--- src/rtl/safety_monitor_multi.sv ---
// N-channel over-current monitor: snapshots samples on strobe, scans channels through a
// 2-stage magnitude/compare pipeline, debounces failures and latches per-channel disables.
module safety_monitor_multi #(
   parameter int unsigned NUM_CHAN    = 4,
   parameter int unsigned DW          = 16,
   parameter int unsigned RATIO_SHIFT = 1,
   parameter int unsigned MARGIN      = 32'h0200,
   parameter int unsigned TRIP_COUNT  = 8,
   parameter logic [7:0]  STATUS_ADDR = 8'h0C
) (
   input  logic                   sysclk,
   input  logic                   reset,
   input  logic                   sample_stb,
   input  logic [NUM_CHAN*DW-1:0] cur_fb,
   input  logic [NUM_CHAN*DW-1:0] cur_cmd,
   input  logic                   reg_wen,
   input  logic [7:0]             reg_addr,
   input  logic [31:0]            reg_wdata,
   output logic [31:0]            reg_rdata,
   output logic [NUM_CHAN-1:0]    amp_disable,
   output logic                   fault_any
);

   localparam int unsigned IW = (NUM_CHAN > 1) ? $clog2(NUM_CHAN) : 1;
   localparam int unsigned LW = DW + RATIO_SHIFT + 1;
   localparam int unsigned RN = (NUM_CHAN < 8) ? NUM_CHAN : 8;
   localparam logic [LW-1:0] MARGIN_L = LW'(MARGIN);
   localparam logic [7:0]    TRIP     = 8'(TRIP_COUNT);

   localparam logic [1:0] IDLE  = 2'd0;
   localparam logic [1:0] SCAN  = 2'd1;
   localparam logic [1:0] DRAIN = 2'd2;

   logic [1:0]             state;
   logic [IW-1:0]          idx;
   logic                   drain_cnt;
   logic [NUM_CHAN*DW-1:0] snap_fb;
   logic [NUM_CHAN*DW-1:0] snap_cmd;
   logic                   s1_valid;
   logic [IW-1:0]          s1_ch;
   logic [DW-1:0]          s1_mag_fb;
   logic [DW-1:0]          s1_mag_cmd;
   logic [7:0]             cnt [NUM_CHAN];
   logic [7:0]             cnt_next [NUM_CHAN];
   logic [NUM_CHAN-1:0]    dis;
   logic [NUM_CHAN-1:0]    dis_next;
   logic                   overrun;
   logic                   overrun_next;
   logic                   fault;
   logic                   clear;
   logic [LW-1:0]          limit;
   logic                   fail;

   // Offset-binary to magnitude; the most-negative code maps to 1<<(DW-1) without wrapping.
   function automatic logic [DW-1:0] mag_of(input logic [DW-1:0] x);
      logic [DW-1:0] s;
      s = {~x[DW-1], x[DW-2:0]};
      return s[DW-1] ? (~s + DW'(1)) : s;
   endfunction

   always_ff @(posedge sysclk or negedge reset) begin
      if (!reset) begin
         state      <= IDLE;
         idx        <= '0;
         drain_cnt  <= 1'b0;
         snap_fb    <= '0;
         snap_cmd   <= '0;
         s1_valid   <= 1'b0;
         s1_ch      <= '0;
         s1_mag_fb  <= '0;
         s1_mag_cmd <= '0;
      end else begin
         s1_valid   <= (state == SCAN);
         s1_ch      <= idx;
         s1_mag_fb  <= mag_of(snap_fb[32'(idx)*DW +: DW]);
         s1_mag_cmd <= mag_of(snap_cmd[32'(idx)*DW +: DW]);
         case (state)
            IDLE: begin
               if (sample_stb) begin
                  snap_fb  <= cur_fb;
                  snap_cmd <= cur_cmd;
                  idx      <= '0;
                  state    <= SCAN;
               end
            end
            SCAN: begin
               idx <= IW'(idx + 1'b1);
               if (32'(idx) == NUM_CHAN - 1) begin
                  state     <= DRAIN;
                  drain_cnt <= 1'b0;
               end
            end
            DRAIN: begin
               drain_cnt <= 1'b1;
               if (drain_cnt) state <= IDLE;
            end
            default: state <= IDLE;
         endcase
      end
   end

   assign clear = reg_wen && (reg_addr == STATUS_ADDR);
   assign limit = (LW'(s1_mag_cmd) << RATIO_SHIFT) + MARGIN_L;
   assign fail  = LW'(s1_mag_fb) > limit;

   always_comb begin
      logic [7:0] nxt;
      cnt_next     = cnt;
      dis_next     = dis;
      overrun_next = overrun;
      nxt          = '0;
      if (clear && reg_wdata[31]) overrun_next = 1'b0;
      if (sample_stb && state != IDLE) overrun_next = 1'b1;
      for (int k = 0; k < NUM_CHAN; k++) begin
         if (clear && reg_wdata[k]) begin
            cnt_next[k] = '0;
            dis_next[k] = 1'b0;
         end
         if (s1_valid && 32'(s1_ch) == k) begin
            if (fail) begin
               nxt = (cnt[k] >= TRIP) ? TRIP : cnt[k] + 8'd1;
               // A trip overrides a clear landing in the same cycle.
               if (nxt == TRIP) begin
                  cnt_next[k] = TRIP;
                  dis_next[k] = 1'b1;
               end else if (!(clear && reg_wdata[k])) begin
                  cnt_next[k] = nxt;
               end
            end else begin
               cnt_next[k] = '0;
            end
         end
      end
   end

   always_ff @(posedge sysclk or negedge reset) begin
      if (!reset) begin
         for (int k = 0; k < NUM_CHAN; k++) cnt[k] <= '0;
         dis     <= '0;
         overrun <= 1'b0;
         fault   <= 1'b0;
      end else begin
         cnt     <= cnt_next;
         dis     <= dis_next;
         overrun <= overrun_next;
         fault   <= |dis;
      end
   end

   always_comb begin
      reg_rdata = '0;
      if (reg_addr == STATUS_ADDR) begin
         reg_rdata[31] = overrun;
         for (int k = 0; k < RN; k++) begin
            reg_rdata[k]     = dis[k];
            reg_rdata[8 + k] = (cnt[k] != 8'd0);
         end
      end
   end

   assign amp_disable = dis;
   assign fault_any   = fault;

endmodule

--- config.mk ---
export PLATFORM = sky130hd
export DESIGN_NAME = safety_monitor_multi
export DESIGN_NICKNAME = d
export VERILOG_FILES = /design/src/rtl/safety_monitor_multi.sv
export SDC_FILE = /design/constraint.sdc
export NUM_CORES = 1
export LEC_CHECK = 0
export ABC_AREA = 0
export ABC_CLOCK_PERIOD_IN_PS = 7150
export CELL_PAD_IN_SITES_DETAIL_PLACEMENT = 1
export CELL_PAD_IN_SITES_GLOBAL_PLACEMENT = 1
export CORE_ASPECT_RATIO = 0.9
export CORE_MARGIN = 1.5
export CORE_UTILIZATION = 42
export CTS_CLUSTER_DIAMETER = 80
export DETAILED_ROUTE_END_ITERATION = 8
export GPL_ROUTABILITY_DRIVEN = 1
export HOLD_SLACK_MARGIN = 0.03
export MAX_ROUTING_LAYER = met4
export PLACE_DENSITY_LB_ADDON = 0.1
export SLEW_MARGIN = 20
export SYNTH_ARGS = -nofsm -noshare
export SYNTH_HDL_FRONTEND = slang
export SYNTH_SLANG_ARGS = --single-unit
--- constraint.sdc ---
create_clock -name sysclk -period 7.15 [get_ports sysclk]
set_input_delay 0.715 -clock sysclk [delete_from_list [all_inputs] [get_ports sysclk]]
set_output_delay 0.715 -clock sysclk [all_outputs]
set_load 0.005 [all_outputs]
## Yosys cells after proc, flatten, opt, wreduce, memory -nomap -nowiden

Cells that the tools add are included.

| operators by class | value |
|---|---|
| $add $sub $neg | 8 |
| $lt $le $gt $ge | 5 |
| equality and inequality tests | 14 |
| shift-type cells | 2 |
| muxes and demuxes | 55 |
| bitwise operators | 4 |
| reductions and logical operators | 26 |

Operators with widths:

| kind | number |
|---|---|
| 2-to-1 mux 8 bit | 24 |
| variable part select 64 x 7 -> 16 bit | 2 |
| equality test 8 x 4 -> 1 bit, second input constant | 5 |
| adder 16 x 1 -> 16 bit, second input constant | 2 |
| adder 8 x 1 -> 8 bit, second input constant | 4 |
| >= comparator 8 x 4 -> 1 bit, second input constant | 4 |
| 2-to-1 mux 16 bit | 2 |
| NOT 16 bit | 2 |
| nonzero test 8 bit | 4 |
| 2-to-1 mux 1 bit | 20 |
| adder 17 x 10 -> 18 bit, second input constant | 1 |
| greater-than comparator 16 x 18 -> 1 bit | 1 |
| logical AND 1 bit | 11 |
| equality test 2 bit, second input constant | 4 |
| 2-to-1 mux 2 bit | 4 |
| 2-to-1 mux 4 bit | 2 |
| nonzero test 2 bit | 4 |
| case mux 2 bit (3 select lines) | 1 |
| AND reduction 2 bit | 3 |
| equality test 2 x 1 -> 1 bit, second input constant | 2 |
| zero test 2 bit | 2 |
| inequality test 2 bit, second input constant | 2 |
| case mux 2 bit (2 select lines) | 1 |
| OR reduction 4 bit | 1 |
| 5 further kinds | 6 |

| word-level totals | value |
|---|---|
| bits in registers | 206 |
| input port bits | 172 |
| output and inout port bits | 37 |
| logic and storage cells | 130 |

## Logic depth before layout (Yosys ltp)

Gate-level depths: netlist of run 1.

| depth | value |
|---|---|
| word-level depth | 8 |
| gate-level depth with buffers | 11 |
| mapped depth without buffers | 10 |

## Worst setup path after synthesis of run 1

OpenSTA, ideal clock, no wires.

| timing | value |
|---|---|
| path type | input-to-output |
| from | input reg_addr[5] |
| to | output reg_rdata[10] |
| arrival time | 2.193 ns |
| data required time | 6.435 ns |
| setup slack | 4.242 ns |
| stages | 4 |
| path buffers | 1 |
| path through | or4_1 > nor4_2 > clkbuf_1 > a21boi_0 |

| on the way | value |
|---|---|
| cells in the longest elaborated chain, start to end | 2 |

RTL lines:

| element | RTL line | source |
|---|---|---|
| start: declaration | 17 | `input logic [7:0] reg_addr,` |
| equality test 8 x 4 -> 1 bit | 152 | `if (reg_addr == STATUS_ADDR) begin` |
| 2-to-1 mux 4 bit | 152 |  |
| end: declaration | 19 | `output logic [31:0] reg_rdata,` |

No other way between the ends.

## Worst setup path in the final report of run 1

| timing | value |
|---|---|
| from | input reg_addr[5] |
| to | output reg_rdata[11] |

The elaborated chain is that of the path after synthesis.

==> flow_summary_export.csv, run 1 <==
group,metric,value,unit
outcome,status,"finished, final reports clean",
worst_setup_path,critPathArrivalTime,2880,ps
yosys,synthArstFlopShare,100,%
grt,grt_pass1_wl,41300,µm
finish,diodes,0,
placed_design,numPortBuffers,158,
grt,grt_pass1_vias,8025,
grt,grt.total_usage,21.2,%
drt,ant_nets,0,
grt,grt_overflow,0,
clock_tree,post_cts_buffers,0,
drt,vias_per_cell,5.09,
pwr,leakagePower,0.00605,µW
timing,fin_crit_sh,50.3,%
floorplan,die_area,0.0248,mm²
finish,fillers,2640,
timing,slew_headroom,33.3,%
timing,skew,10.8,ps
finish,final_nets,1391,
finish,stdcell_area,0.0125,mm²
clock_tree,cts_resized,0,
yosys,synth_warnings,0,
run,max_cap_violations,0,
clock_tree,clockRootBuffer,"clkbuf_16",
floorplan,die_y,149,µm
timing,hold_violations,0,
worst_setup_path,crit_path_start_kind,"primary input",
worst_setup_path,crit_type,"in2out",
clock_tree,clk_pin_slew,60,ps
clock_tree,cts_made_buffers,23,
finish,final_common_cell,"nand2_1",
yosys,synth_edf_count,0,
worst_setup_path,critPathMaxFanout,18,
timing,setup_viol,0,
clock_tree,cts_hold_buf,0,
floorplan,core,0.0233,mm²
yosys,seq_area_frac_synth,51.5,%
timing,worstMarginPinSlew,1000,ps
timing,max_freq,278,MHz
clock_tree,clk-insertion-delay-late,510,ps
placed_design,pre_cts_slack,3530,ps
finish,layout-drive-gt1-share,7.46,%
placed_design,placed_area,0.0118,mm²
yosys,syn_inst,1045,
clock_tree,cts-htree-levels,1,
yosys,avgSynthCellArea,9.57,µm²
worst_setup_path,cp_data_required_time,6430,ps
placed_design,dpl.hpwl,16700,µm
clock_tree,cts_tree,"yes",
finish,layout_common_cells,"419 x nand2_1, 204 x dfrtp_1, 157 x clkdlybuf4s50_1",
timing,layout_setup_ws,3560,ps
floorplan,ios,209,
timing,setup_tns,0,ps
timing,rsz0062_at_grt,"no",
drt,drtPass1Iterations,4,
drt,drt-initial-drc-count,358,
drt,wirelength,24800,µm
placed_design,place_congestion,0.817,
floorplan,placementRows,53,
timing,min_period,3590,ps
worst_setup_path,worst_setup_path_end_kind,"output port",
floorplan,start_util,42.9,%
drt,drc_errors,0,
drt,post_drt_wl_per_cell,16.4,µm
finish,syn_to_final_growth,25.0,%
timing,finalMaxSlewViolations,0,
clock_tree,clock_path_buffers,3,
yosys,syn_area,0.0100,mm²
clock_tree,clock_sinks,206,
pwr,powerDensity,449,mW/mm²
yosys,yosysUniqueCellTypes,60,
floorplan,die_w,166,µm
yosys,ys_seq_elements,206,
pwr,irDropWorstVdd,0.227,mV
drt,num_vias,7677,
grt,grt_max_degree,169,
finish,final_util,53.6,%
hold_path,hold_path_class,"in2async",
yosys,synth_flop_cell,"dfrtp_1",
grt,antenna_found_initial,0,
## synth_stat cells (6+ instances only)
master | number | share of area [%]
and3_1 | 28 | 1.8
nor3b_1 | 9 | 0.68
clkbuf_1 | 32 | 1.2
xor2_1 | 24 | 2.1
ha_1 | 27 | 3.4
xnor2_1 | 15 | 1.3
a31oi_1 | 9 | 0.56
inv_1 | 29 | 1.1
o21ai_0 | 17 | 0.85
nor2_1 | 36 | 1.4
dfrtp_1 | 206 | 52
buf_4 | 23 | 1.7
and2_1 | 7 | 0.44
mux4_1 | 6 | 1.6
o21ai_1 | 6 | 0.30
mux4_2 | 25 | 5.6
a211oi_1 | 6 | 0.45
nor3_1 | 11 | 0.55
nand2_1 | 420 | 16
a21oi_1 | 22 | 1.1
nand3_1 | 26 | 1.3
## worst max-delay path: stages
cell             delay (ps)
clkdlybuf4s50_1         390
or4_1                   550
nor4_2                  230
buf_4                   250
a21boi_0                230
clkdlybuf4s50_1         530
## per-stage QoR
stage	total power, µW	cells	hold slack (ps)
CTS	5700	1509	111
finish	5610	1509	118
detailed placement	4470	1469	376
floorplan	3780	1067	373
global placement	4340	1469	367
global route	6070	1509	124
## worst paths after layout
path,start,to,slack (ps),cells past startpoint
setup / recovery,reg_addr[5],reg_rdata[11],3560,6
hold / removal,reset,cnt[11],120,1
setup reg to reg,s1_mag_cmd[8],cnt[8],3690,10
hold reg to reg,idx[0],s1_ch[0],390,0
max in group asynchronous,reset,snap_fb[58],5740,2
min in group sysclk,idx[0],s1_ch[0],390,0
## kinds of logic (layout without fill, tap and decap cells)
group                    Yosys count  after routing  synth area share, %
flip-flops                       206            206                 51.5
adder cells (fa/ha/maj)           27             27                 3.38
buffers and inverters             93            233                 4.73
AND/OR/NAND/NOR                  566            566                 24.5
AO/OA/AOI/OAI                     79             79                 4.92
multiplexers                      34             34                 7.53
XOR/XNOR                          39             39                 3.41
other                              1             23               0.0375
## state kept, by name (all words and copies together) (netlist names)
register,cells
s1_ch,2
s1_valid,1
drain_cnt,1
snap_cmd,64
cnt,32
snap_fb,64
state,2
s1_mag_fb,16
overrun,1
amp_disable,4
fault_any,1
idx,2
s1_mag_cmd,16
## layer usage
metal,vias up,wire [µm],track usage (%)
met5,-,0,-
met4,0,461,4.68
met3,37,741,2.78
met2,142,11900,34.7
met1,3810,11700,28.3
li1,3688,-,-
## layout make-up
type,count,area (µm²),area share (%)
flip-flops and latches,206,5160,41.2
multi-input cells,768,4470,35.8
repair buffers,164,1640,13.1
clock buffers,32,639,5.11
well taps,302,378,3.02
inverters,29,109,0.871
clock inverters,8,103,0.821
## where the power goes
group | leakage, µW | internal [µW] | total (µW) | switching [µW]
Sequential | 0.00256 | 1690 | 2010 | 325
Clock | 0.000363 | 698 | 1170 | 475
Combinational | 0.00313 | 1030 | 2430 | 1400
(Power assumes the default switching activity.)
==> run 2: changes to the inputs <==
--- a/config.mk
+++ b/config.mk
@@ -6,12 +6,12 @@
 export NUM_CORES = 1
 export LEC_CHECK = 0
 export ABC_AREA = 0
-export ABC_CLOCK_PERIOD_IN_PS = 7150
+export ABC_CLOCK_PERIOD_IN_PS = 3500
 export CELL_PAD_IN_SITES_DETAIL_PLACEMENT = 1
 export CELL_PAD_IN_SITES_GLOBAL_PLACEMENT = 1
 export CORE_ASPECT_RATIO = 0.9
 export CORE_MARGIN = 1.5
-export CORE_UTILIZATION = 42
+export CORE_UTILIZATION = 39
 export CTS_CLUSTER_DIAMETER = 80
 export DETAILED_ROUTE_END_ITERATION = 8
 export GPL_ROUTABILITY_DRIVEN = 1
==> constraint.sdc (replaced) <==
create_clock -name sysclk -period 3.5 [get_ports sysclk]
set_input_delay 0.35 -clock sysclk [delete_from_list [all_inputs] [get_ports sysclk]]
set_output_delay 0.35 -clock sysclk [all_outputs]
set_load 0.005 [all_outputs]
==> run 2 against run 1 <==
- combinational power is 100% higher
- count of clock-buffer cells in the layout is 2 higher
- sequential cell count stayed put
- via count hardly changed
- cell count is 3.4% higher
- sequential power is 110% higher
==> flow_summary_export.csv, run 2 (same netlist as run 1, synthesis figures left out) <==
group,metric,value,unit
timing,rsz0062_at_grt,"no",
timing,min_period,2890,ps
clock_tree,cts-htree-levels,1,
pwr,power.share.clock,22.4,%
clock_tree,clockRootBuffer,"clkbuf_16",
worst_setup_path,crit_path_start_kind,"flop",
drt,drc_errors,0,
drt,drtPass1Iterations,4,
pwr,power.share.switching,38.3,%
hold_path,hp-start,"cur_fb[26]",
timing,layout_setup_ws,612,ps
clock_tree,clk-insertion-delay-late,510,ps
grt,grt_max_degree,86,
drt,post_drt_wl_per_cell,16.0,µm
floorplan,core,0.0252,mm²
finish,final_common_cell,"nand2_1",
pwr,p_comb_share,41.9,%
worst_setup_path,r2r_start,"s1_mag_cmd[8]",
worst_setup_path,crit_type,"reg2reg",
worst_setup_path,crit_path_max_incr_delay,440,ps
timing,worstMarginPinSlew,833,ps
timing,fin_crit_sh,82.5,%
grt,antenna_found_initial,0,
pwr,leakagePower,0.00615,µW
floorplan,die_area,0.0266,mm²
finish,reg_top3,"snap_cmd x64, snap_fb x64, cnt x32",
finish,diodes,0,
drt,vias_per_cell,4.92,
worst_setup_path,worst_setup_path_end_kind,"flop",
finish,layout-drive-gt1-share,8.45,%
grt,grt.total_usage,19.8,%
finish,layout_common_cells,"419 x nand2_1, 204 x dfrtp_1, 157 x clkdlybuf4s50_1",
floorplan,die_y,155,µm
drt,num_vias,7683,
pwr,irDropWorstVdd,0.372,mV
timing,max_freq,346,MHz
worst_setup_path,critPathArrivalTime,3270,ps
finish,final_nets,1400,
floorplan,placementRows,55,
floorplan,die_w,172,µm
timing,setup_viol,0,
worst_setup_path,critPathMaxFanout,12,
worst_setup_path,ff2ff_setup_slack,610,ps
floorplan,start_util,39.7,%
placed_design,dpl.hpwl,17300,µm
clock_tree,clk_pin_slew,60,ps
finish,final_util,50.6,%
pwr,powerDensity,921,mW/mm²
grt,grt_pass1_vias,8058,
run,max_cap_violations,0,
drt,wirelength,25000,µm
floorplan,ios,209,
grt,grt_pass1_wl,41200,µm
worst_setup_path,worstPathCellList,"ha_1 -> nand3_1 -> xor2_1 -> ha_1 -> nand2_1 -> nor4_1 -> o31ai_1 -> a211oi_2 -> buf_4 -> nand2_1 -> o41ai_1",
worst_setup_path,cp_data_required_time,3890,ps
timing,setup_tns,0,ps
worst_setup_path,critical_path.startpoint,"s1_mag_cmd[8]",
pwr,p_int,7240,µW
placed_design,place_congestion,0.816,
clock_tree,cts_made_buffers,24,
grt,grt_overflow,0,
hold_path,hold_path_class,"in2reg",
clock_tree,clock_sinks,206,
timing,whs,367,ps
clock_tree,post_cts_buffers,0,
placed_design,numPortBuffers,158,
timing,finalMaxSlewViolations,0,
clock_tree,cts_tree,"yes",
drt,ant_nets,0,
timing,slew_headroom,44.4,%
timing,skew,9.02,ps
timing,hold_violations,0,
pwr,p_sw,4500,µW
clock_tree,clock_path_buffers,3,
placed_design,pre_cts_slack,630,ps
finish,fillers,2890,
outcome,status,"finished, final reports clean",
finish,syn_to_final_growth,27.3,%
drt,drt-initial-drc-count,299,
pwr,seqPwrFrac,35.7,%
worst_setup_path,slowest_stage,"dfrtp_1",
run 2: cell types whose count changed in the layout (fill, tap and decap cells not counted):
cell and change:
inv_6 -1, buf_4 +5, clkbuf_1 -2, bufinv_16 +1, inv_8 -1, clkinv_2 +4, clkinvlp_4 -1, buf_12 +2
clkbuf_8 +2, clkbuf_16 +2, dlygate4sd3_1 +1
run 2: final cells by class:
| cell class | instances | area, µm² | area share, % |
|---|---|---|---|
| repair buffers | 172 | 1730 | 13.6 |
| clock buffers | 34 | 709 | 5.57 |
| multi-input cells | 768 | 4470 | 35.1 |
| well taps | 342 | 428 | 3.36 |
| flip-flops and latches | 206 | 5160 | 40.5 |
| clock inverters | 10 | 125 | 0.983 |
| inverters | 29 | 109 | 0.855 |
run 2: worst paths after layout:
kind / endpoint / cells past startpoint
min in group asynchronous: cnt[9] / 2
min: snap_fb[26] / 3
min reg2reg: snap_cmd[46] / 2
max: cnt[24] / 11
max in group asynchronous: snap_fb[59] / 3
max reg2reg: cnt[24] / 11
run 2: power groups by stage:
stage | combinational [µW] | sequential, µW | clock (µW)
2_1_floorplan | 3830 | 3890 | 0
3_3_place_gp | 4800 | 4180 | 0
3_5_place_dp | 4960 | 4220 | 0
4_1_cts | 5020 | 4190 | 2700
5_1_grt | 5590 | 4330 | 2790
6_report | 4920 | 4190 | 2630
run 2: worst max-delay path: cells and delay by family (launching register included):
| family | cells | cell delay (ps) |
|---|---|---|
| XOR/XNOR | 1 | 160 |
| flip-flops | 1 | 440 |
| adder cells (fa/ha/maj) | 2 | 540 |
| AO/OA/AOI/OAI | 3 | 660 |
| buffers and inverters | 1 | 230 |
| AND/OR/NAND/NOR | 4 | 720 |
run 2: per-stage QoR:
| step | cells | cell area, µm² | power, µW |
|---|---|---|---|
| finish | 1561 | 12700 | 11700 |
| global route | 1561 | 12700 | 12700 |
| detailed placement | 1516 | 11900 | 9180 |
| CTS | 1561 | 12700 | 11900 |
| floorplan | 1067 | 10100 | 7720 |
| global placement | 1516 | 11900 | 8970 |
run 2: timing repair:
item                      4_1_cts  5_1_grt
hold endpoints to repair       81        0
gates resized for setup         0        0
hold buffers                    1        0
run 2: per-layer routing:
metal / track usage [%] / share of wire (%) / wire length (µm) / vias to the layer above
met5: - / 0 / 0 / -
li1: - / - / - / 3724
met2: 31.7 / 47 / 11800 / 163
met1: 27.5 / 47 / 11800 / 3769
met3: 2.59 / 4.2 / 1060 / 27
met4: 3.52 / 1.3 / 332 / 0
==> run 3: changes to the inputs <==
--- a/config.mk
+++ b/config.mk
@@ -6,7 +6,7 @@
 export NUM_CORES = 1
 export LEC_CHECK = 0
 export ABC_AREA = 0
-export ABC_CLOCK_PERIOD_IN_PS = 3500
+export ABC_CLOCK_PERIOD_IN_PS = 2900
 export CELL_PAD_IN_SITES_DETAIL_PLACEMENT = 1
 export CELL_PAD_IN_SITES_GLOBAL_PLACEMENT = 1
 export CORE_ASPECT_RATIO = 0.9
==> constraint.sdc (replaced) <==
create_clock -name sysclk -period 2.9 [get_ports sysclk]
set_input_delay 0.29 -clock sysclk [delete_from_list [all_inputs] [get_ports sysclk]]
set_output_delay 0.29 -clock sysclk [all_outputs]
set_load 0.005 [all_outputs]
==> run 3 against run 2 <==
- non-clock buffer count is 9 higher
- critical path type unchanged
- highest routed layer unchanged
- register-to-register slack worse by 440 ps
- global-route usage is 0.050 points lower
- sequential power is 20% higher
- design area is 1.2% higher
- largest cell class unchanged
==> flow_summary_export.csv, run 3 (same netlist as run 1, synthesis figures left out) <==
group,metric,value,unit
outcome,status,"finished, final reports clean",
grt,antenna_found_initial,0,
timing,setup_viol,0,
floorplan,core,0.0252,mm²
grt,grt.total_usage,19.8,%
worst_setup_path,critPathArrivalTime,3120,ps
timing,slew_headroom,54.2,%
hold_path,hold_path_class,"in2reg",
grt,grt_overflow,0,
drt,wl_met2,11500,µm
timing,min_period,2730,ps
finish,diodes,0,
clock_tree,clock_path_buffers,3,
worst_setup_path,worst_setup_path_end_kind,"flop",
grt,grt_pass1_wl,41000,µm
drt,num_vias,7658,
floorplan,start_util,39.7,%
clock_tree,clk_pin_slew,60,ps
worst_setup_path,path_buf_inv,1,
drt,drt-initial-drc-count,296,
grt,grt_max_degree,83,
finish,final_common_cell,"nand2_1",
worst_setup_path,cp_data_required_time,3290,ps
worst_setup_path,worstPathCellList,"ha_1 -> nand3_1 -> xor2_1 -> ha_1 -> nand2_1 -> nor4_4 -> o31ai_1 -> a211oi_2 -> buf_12 -> nand2_1 -> o41ai_1",
clock_tree,cts_made_buffers,24,
floorplan,die_y,155,µm
pwr,irDropWorstVdd,0.495,mV
clock_tree,clk-insertion-delay-late,510,ps
pwr,leakagePower,0.00624,µW
clock_tree,clockRootBuffer,"clkbuf_16",
drt,drtPass1Iterations,4,
drt,wirelength,25000,µm
drt,post_drt_wl_per_cell,16.0,µm
placed_design,pre_cts_slack,65.1,ps
timing,max_freq,366,MHz
clock_tree,cts_tree,"yes",
worst_setup_path,critPathMaxFanout,12,
clock_tree,cts-htree-levels,1,
drt,ant_nets,0,
worst_setup_path,crit_type,"reg2reg",
drt,highest_layer,"met4",
floorplan,ios,209,
worst_setup_path,slowest_stage,"dfrtp_1",
run,max_cap_violations,0,
finish,reg_top3,"snap_cmd x64, snap_fb x64, cnt x32",
pwr,powerDensity,1120,mW/mm²
finish,layout_common_cells,"419 x nand2_1, 204 x dfrtp_1, 157 x clkdlybuf4s50_1",
timing,worstMarginPinSlew,687,ps
timing,setup_tns,0,ps
worst_setup_path,crit_path_start_kind,"flop",
finish,layout-drive-gt1-share,9.69,%
drt,route.met3.wl,976,µm
clock_tree,clock_sinks,206,
timing,layout_setup_ws,171,ps
drt,wl_met1,12200,µm
timing,skew,16.3,ps
worst_setup_path,crit_family,"compound AO/OA/AOI/OAI gates",
worst_setup_path,crit_path_max_incr_delay,400,ps
placed_design,place_congestion,0.774,
finish,syn_to_final_growth,28.8,%
placed_design,numPortBuffers,158,
finish,final_nets,1409,
placed_design,dpl.hpwl,17900,µm
grt,grt_pass1_vias,7975,
drt,drc_errors,0,
timing,fin_crit_sh,94.1,%
timing,rsz0062_at_grt,"no",
timing,finalMaxSlewViolations,0,
floorplan,placementRows,55,
drt,vias_per_cell,4.88,
floorplan,die_area,0.0266,mm²
timing,hold_violations,0,
floorplan,die_w,172,µm
[run 3: cell count changes in the layout (fill, tap and decap cells not counted), moves of 2 or more]
cell      before  now
buf_4         10   17
buf_12         3    5
o41ai_1        4    1
clkbuf_8       6   10
o41ai_2        1    4
clkbuf_1       4    2
[run 3: where the power goes]
group / leakage [µW] / switching [µW] / internal (µW)
Combinational: 0.00326 / 3480 / 2730
Clock: 0.000427 / 1190 / 1970
Sequential: 0.00256 / 854 / 4160
Total: 0.00624 / 5520 / 8870
[run 3: cell type report]
cell class / count / area (µm²)
Sequential cell: 206 / 5160
Timing Repair Buffer: 181 / 1820
Inverter: 29 / 109
Tap cell: 342 / 428
Clock inverter: 8 / 90.1
Clock buffer: 36 / 757
Fill cell: 2893 / 12300
Multi-Input combinational cell: 768 / 4520
[run 3: metrics by stage]
stage          power [µW]  cells  utilization [%]  hold slack [ps]  instance area [µm²]
6_report            14400   1570             51.1              303                12900
3_5_place_dp        11300   1525             47.6              386                12000
3_3_place_gp        11000   1525             47.6              386                12000
2_1_floorplan        9320   1067                -            -5.59                10100
5_1_grt             15600   1570             51.1              298                12900
4_1_cts             14500   1570             51.0              291                12800
[run 3: worst paths after layout]
path | start | endpoint | slack (ps) | cells past startpoint
max | s1_mag_cmd[9] | cnt[0] | 170 | 11
min | cur_fb[46] | snap_fb[46] | 300 | 3
max reg2reg | s1_mag_cmd[9] | cnt[0] | 170 | 11
min reg2reg | snap_fb[0] | snap_fb[0] | 470 | 2
max in group asynchronous | reset | s1_mag_fb[10] | 1690 | 3
min in group asynchronous | reset | cnt[26] | 390 | 2
[run 3: worst register-to-register path: stages (launching register included)]
cell      delay, ps
dfrtp_1         400
ha_1            260
nand3_1         110
xor2_1          160
ha_1            280
nand2_1         110
nor4_4          310
o31ai_1         130
a211oi_2        340
buf_12          190
nand2_1          90
o41ai_1         250
[run 3: what timing repair did]
action,in CTS,in global routing
endpoints found under the setup margin,0,11
setup buffers,0,0
hold buffers,1,0
gates resized for setup,0,8
endpoints found under the hold margin,77,0
[run 3: layer usage]
layer | up-vias | track usage, %
met3 | 28 | 2.54
met4 | 0 | 4.02
li1 | 3731 | -
met2 | 155 | 30.8
met1 | 3744 | 27.9
met5 | - | -
